==> src/rtl/rl_fifo_1r1w_ctrl.sv <==
// FIFO controller around an external 1R1W RAM with a one-cycle registered read.
// A 2-entry output buffer absorbs the read latency so pops can run every cycle.
module rl_fifo_1r1w_ctrl #(
  parameter int ABITS = 4,
  parameter int DBITS = 32
) (
  input  logic                   rst_ni,
  input  logic                   clk_i,
  input  logic                   clr_i,
  input  logic                   s_valid_i,
  output logic                   s_ready_o,
  input  logic [DBITS-1:0]       s_data_i,
  output logic                   m_valid_o,
  input  logic                   m_ready_i,
  output logic [DBITS-1:0]       m_data_o,
  output logic [ABITS:0]         count_o,
  output logic [ABITS-1:0]       ram_waddr_o,
  output logic [DBITS-1:0]       ram_din_o,
  output logic                   ram_we_o,
  output logic [(DBITS+7)/8-1:0] ram_be_o,
  output logic [ABITS-1:0]       ram_raddr_o,
  input  logic [DBITS-1:0]       ram_dout_i
);

  localparam int DEPTH = 1 << ABITS;
  localparam logic [ABITS:0] FULL = (ABITS+1)'(DEPTH);

  logic [ABITS-1:0]       wr_ptr, rd_ptr;
  logic [ABITS:0]         ram_cnt;
  logic                   rd_pend;
  logic [1:0][DBITS-1:0]  ob, ob_nxt;
  logic [1:0]             ob_cnt, cap_idx;
  logic [2:0]             k;
  logic                   push, pop, issue;

  assign s_ready_o = (ram_cnt != FULL);
  assign m_valid_o = (ob_cnt != 2'd0);
  assign m_data_o  = ob[0];
  assign push      = s_valid_i & s_ready_o;
  assign pop       = m_valid_o & m_ready_i;

  // k is the buffer occupancy after this cycle's pop and capture; issue only
  // when the read returning next cycle is guaranteed a free slot.
  assign k       = 3'(ob_cnt) - 3'(pop) + 3'(rd_pend);
  assign issue   = (ram_cnt != '0) & (k <= 3'd1);
  assign cap_idx = ob_cnt - 2'(pop);

  assign count_o     = ram_cnt + (ABITS+1)'(rd_pend) + (ABITS+1)'(ob_cnt);
  assign ram_waddr_o = wr_ptr;
  assign ram_din_o   = s_data_i;
  assign ram_we_o    = push;
  assign ram_be_o    = '1;
  assign ram_raddr_o = rd_ptr;

  always_comb begin
    ob_nxt = ob;
    if (pop) ob_nxt[0] = ob[1];
    if (rd_pend) begin
      if (cap_idx == 2'd0) ob_nxt[0] = ram_dout_i;
      else                 ob_nxt[1] = ram_dout_i;
    end
  end

  always_ff @(posedge clk_i or negedge rst_ni) begin
    if (!rst_ni) begin
      wr_ptr  <= '0;
      rd_ptr  <= '0;
      ram_cnt <= '0;
      rd_pend <= 1'b0;
      ob_cnt  <= 2'd0;
      ob      <= '0;
    end else if (clr_i) begin
      // Flush drops any read in flight; stale ob data is masked by ob_cnt.
      wr_ptr  <= '0;
      rd_ptr  <= '0;
      ram_cnt <= '0;
      rd_pend <= 1'b0;
      ob_cnt  <= 2'd0;
    end else begin
      if (push)  wr_ptr <= wr_ptr + 1'b1;
      if (issue) rd_ptr <= rd_ptr + 1'b1;
      ram_cnt <= ram_cnt + (ABITS+1)'(push) - (ABITS+1)'(issue);
      rd_pend <= issue;
      ob_cnt  <= k[1:0];
      ob      <= ob_nxt;
    end
  end

  ob_no_overflow: assert property (@(posedge clk_i) disable iff (!rst_ni)
    !(rd_pend && !clr_i && cap_idx == 2'd2));

endmodule

==> config.mk <==
export PLATFORM = sky130hd
export DESIGN_NAME = rl_fifo_1r1w_ctrl
export DESIGN_NICKNAME = d
export VERILOG_FILES = /design/src/rtl/rl_fifo_1r1w_ctrl.sv
export SDC_FILE = /design/constraint.sdc
export NUM_CORES = 1
export LEC_CHECK = 0
export ABC_AREA = 0
export BUFFER_PORTS_ARGS = -buffer_cell sky130_fd_sc_hd__buf_4
export CAP_MARGIN = 40
export CELL_PAD_IN_SITES_DETAIL_PLACEMENT = 0
export CELL_PAD_IN_SITES_GLOBAL_PLACEMENT = 1
export CORE_MARGIN = 2
export CORE_UTILIZATION = 41
export CTS_CLUSTER_DIAMETER = 50
export CTS_CLUSTER_SIZE = 10
export DETAILED_ROUTE_END_ITERATION = 8
export GPL_ROUTABILITY_DRIVEN = 1
export PLACE_DENSITY_LB_ADDON = 0.1
export SYNTH_ARGS = -nofsm -noshare
export SYNTH_HDL_FRONTEND = slang
export SYNTH_SLANG_ARGS = --single-unit
==> constraint.sdc <==
create_clock -name clk_i -period 10.3 [get_ports clk_i]
set_clock_uncertainty 0.2 [all_clocks]
set_input_delay 2.06 -clock clk_i [delete_from_list [all_inputs] [get_ports clk_i]]
set_output_delay 2.06 -clock clk_i [all_outputs]
set_load 0.005 [all_outputs]
==> flow_metrics.env <==
export IMPL_outcome="finished clean"
export IMPL_utilization_pct=48.1
export IMPL_antenna_found_initial=0
export IMPL_path_cells="buf_4 > nand3b_1 > o21ai_2 > ha_1 > inv_1 > fa_1 > xnor2_1 > nand3_2 > nor2_1 > or2_1 > ha_1 > inv_1 > fa_1 > nor2b_1 > o21bai_1 > a21oi_1 > nor3b_1"
export IMPL_rsz0062_at_grt="false"
export IMPL_cts_buffers=9
export IMPL_setup_tns_ns=0
export IMPL_grt_max_degree=46
export IMPL_hold_viol_final=0
export IMPL_ctsHtreeMaxLevel=3
export IMPL_grt_ovfl_total=0
export IMPL_core_rowCount=36
export IMPL_fp_coreArea_mm2=0.00982
export IMPL_ys_ff_latch=80
export IMPL_ys_types=39
export IMPL_clk_pin_slew_ns=0.09
export IMPL_yosys_area_top_type="dfrtp_1"
export IMPL_drc_errors=0
export IMPL_r2r_end="ram_cnt[4]"
export IMPL_multiInputGateArea_mm2=0.00157
export IMPL_hp_start="ob[41]"
export IMPL_worstPathMaxFanout=6
export IMPL_p_leak_nw=2.28
export IMPL_drt_iter0_markers=50
export IMPL_avgSynthCellArea_um2=11.8
export IMPL_required_ns=10.32
export IMPL_grt_pass1_vias=2679
export IMPL_cts_path_max_buffers=2
export IMPL_period_share_pct=48.3
export IMPL_r2r_slack_ns=6.52
export IMPL_synthTopCellsByCount="80 x dfrtp_1, 68 x buf_4, 37 x nor2b_1"
export IMPL_crit_path_end_kind="flip-flop"
export IMPL_grt_use_total_pct=15.2
export IMPL_seqPwrFrac_pct=39.0
export IMPL_switching_share_pct=33.4
export IMPL_worstMarginPinSlew_ns=0.510
export IMPL_postCtsSetupRepairBufs=0
export IMPL_initial_utilization_pct=42.6
export IMPL_crit_slowest_cell="fa_1"
export IMPL_cts_resized=0
export IMPL_drive_gt1_share_pct=37.4
export IMPL_clock_power_share_pct=17.9
export IMPL_ir_drop_mv=0.101
export IMPL_synthArstFlopShare_pct=100
export IMPL_antenna_cells=0
export IMPL_crit_reg2reg_launch="ob_cnt[1]"
export IMPL_gp_congestion=0.719
export IMPL_min_delay_path_depth=1
export IMPL_cts_root_buffer="clkbuf_8"
export IMPL_cts_tree="done"
export IMPL_dpl_hpwl_um=5250
export IMPL_first_pass_iters=4
export IMPL_wl_um=8030
export IMPL_port_buffers=84
export IMPL_syn_inst=354
export IMPL_synth_main_ff_cell="dfrtp_1"
export IMPL_synth_warnings=0
export IMPL_hold_buffers=0
export IMPL_hold_end="m_data_o[9]"
export IMPL_crit_buf_inv=3
export IMPL_start_kind="input port"
export IMPL_power_density_mw_per_mm2=291
export IMPL_grt_pass1_wl_um=13300
export IMPL_p_switching_mw=0.460
export IMPL_ant_nets=0
export IMPL_regArea_mm2=0.00200
export IMPL_synth_edf_count=0
export IMPL_drv_slew=0
export IMPL_rr_worst_depth=16
export IMPL_vias_per_cell=4.97
export IMPL_ys_top_cells_by_area="dfrtp_1 48%, buf_4 12%, mux2_2 8.4%, a221o_1 7.7%, nor2b_1 5.5%"
export IMPL_cts_sinks=80
export IMPL_die_w_um=105
export IMPL_slew_headroom_pct=66.0
export IMPL_p_total_mw=1.38
export IMPL_synth_top_area_share_pct=47.9
export IMPL_cp_top_family="adder cells"
export IMPL_p_comb_share_pct=43.2
export IMPL_fill_cells=937
export IMPL_synth_most_common_cell="dfrtp_1"
export IMPL_worstHoldPathType="reg2reg"
export IMPL_wire_per_inst_um=15.6
export IMPL_crit_path_max_incr_delay_ns=0.37
export IMPL_area_delta_synth_final_pct=13.1
export IMPL_cp_arrival_ns=5.00
export IMPL_finalSetupViolations=0
export IMPL_synthesis_area_mm2=0.00418
export IMPL_period_minus_slack_ns=4.98
export IMPL_cap_violations=0
export IMPL_clk_latency_ns=0.34
export IMPL_die_h_um=105
export IMPL_ioPinCount=153
export IMPL_finalNetCount=459
export IMPL_p_int_mw=0.916
export IMPL_path_class="in2reg"
export IMPL_fmax_mhz=201
export IMPL_seq_area_frac_synth_pct=47.9
export IMPL_num_vias=2551
export IMPL_dieArea_mm2=0.0110
[worst max-delay path by stage]
stage              start         end  slack [ns]  depth (start not counted)
4_1_cts        m_ready_i  ram_cnt[4]        5.31                         17
2_1_floorplan  m_ready_i  ram_cnt[4]        5.39                         16
3_5_place_dp   m_ready_i  ram_cnt[4]        4.95                         17
3_3_place_gp   m_ready_i  ram_cnt[4]        5.05                         17
6_report       m_ready_i  ram_cnt[4]        5.32                         17
5_1_grt        m_ready_i  ram_cnt[4]        5.04                         17
[per-stage QoR]
| step | instances | setup WS (ns) | hold slack, ns | cell area, um^2 |
|---|---|---|---|---|
| 6_report | 513 | 5.32 | 0.304 | 4730 |
| 5_1_grt | 513 | 5.04 | 0.318 | 4730 |
| 4_1_cts | 513 | 5.31 | 0.302 | 4730 |
| 3_5_place_dp | 497 | 4.95 | 0.283 | 4510 |
| 3_3_place_gp | 494 | 5.05 | 0.274 | 4440 |
| 2_1_floorplan | 357 | 5.39 | 0.265 | 4190 |
[flip-flops by register name, indices dropped and copies added (netlist names)]
register and cells:
m_data_o 32, ram_raddr_o 4, ob_cnt 2, rd_pend 1, ram_waddr_o 4, ob 32
ram_cnt 5
[worst register-to-register path, stage by stage (launching register included)]
cell and delay (ns):
dfrtp_1 0.55, nand3b_1 0.20, o21ai_2 0.19, ha_1 0.21, inv_1 0.05, fa_1 0.37
xnor2_1 0.27, nand3_2 0.21, nor2_1 0.24, or2_1 0.15, ha_1 0.15, inv_1 0.05
fa_1 0.37, nor2b_1 0.15, o21bai_1 0.09, a21oi_1 0.15, nor3b_1 0.06
[cell families (layout without fill, tap and decap cells)]
logic type | Yosys count | after routing | synth area share, %
buffers and inverters | 98 | 121 | 15.7
DFF | 80 | 80 | 47.9
and+or+nand+nor | 70 | 70 | 9.91
AOI/OAI and AO/OA | 46 | 46 | 10.0
muxes | 33 | 33 | 8.86
adders and majority gates | 15 | 15 | 5.21
xor gates and xnor gates | 11 | 11 | 2.30
other | 1 | 4 | 0.0897
[power groups by stage]
stage / sequential, mW / combinational (mW) / clock (mW)
6_report: 0.536 / 0.594 / 0.246
5_1_grt: 0.554 / 0.670 / 0.266
4_1_cts: 0.537 / 0.607 / 0.255
3_5_place_dp: 0.541 / 0.602 / 0
3_3_place_gp: 0.537 / 0.583 / 0
2_1_floorplan: 0.516 / 0.475 / 0
[metal layers]
metal  vias up  global-route usage [%]  share of wire [%]  wire, um
met3        21                    3.81                6.0       482
met5         -                       0                  0         0
met2        74                    23.8                 47      3750
met4         0                    6.38                1.6       132
met1      1266                    19.9                 46      3660
li1       1190                       -                  -         -
[layout make-up]
class,count,share of cell area (%)
Sequential cell,80,42.4
Multi-Input combinational cell,179,33.1
Timing Repair Buffer,89,15.2
Tap cell,133,3.52
Clock buffer,10,2.91
Clock inverter,6,1.59
Inverter,16,1.27
[placed cells by master, fill, tap and decap left out, types with 2 or more instances in the layout]
master    count
buf_4        86
dfrtp_1      80
nor2b_1      37
a221o_1      32
mux2_2       31
inv_1        16
nor2_1       12
ha_1         11
clkbuf_8     10
xor2_1        7
a21oi_1       5
nand3_1       5
nand2_1       4
xnor2_1       4
fa_1          4
conb_1        4
o21ai_0       2
clkinv_4      2
buf_16        2
Note: power is estimated with default switching activity, not from simulation.
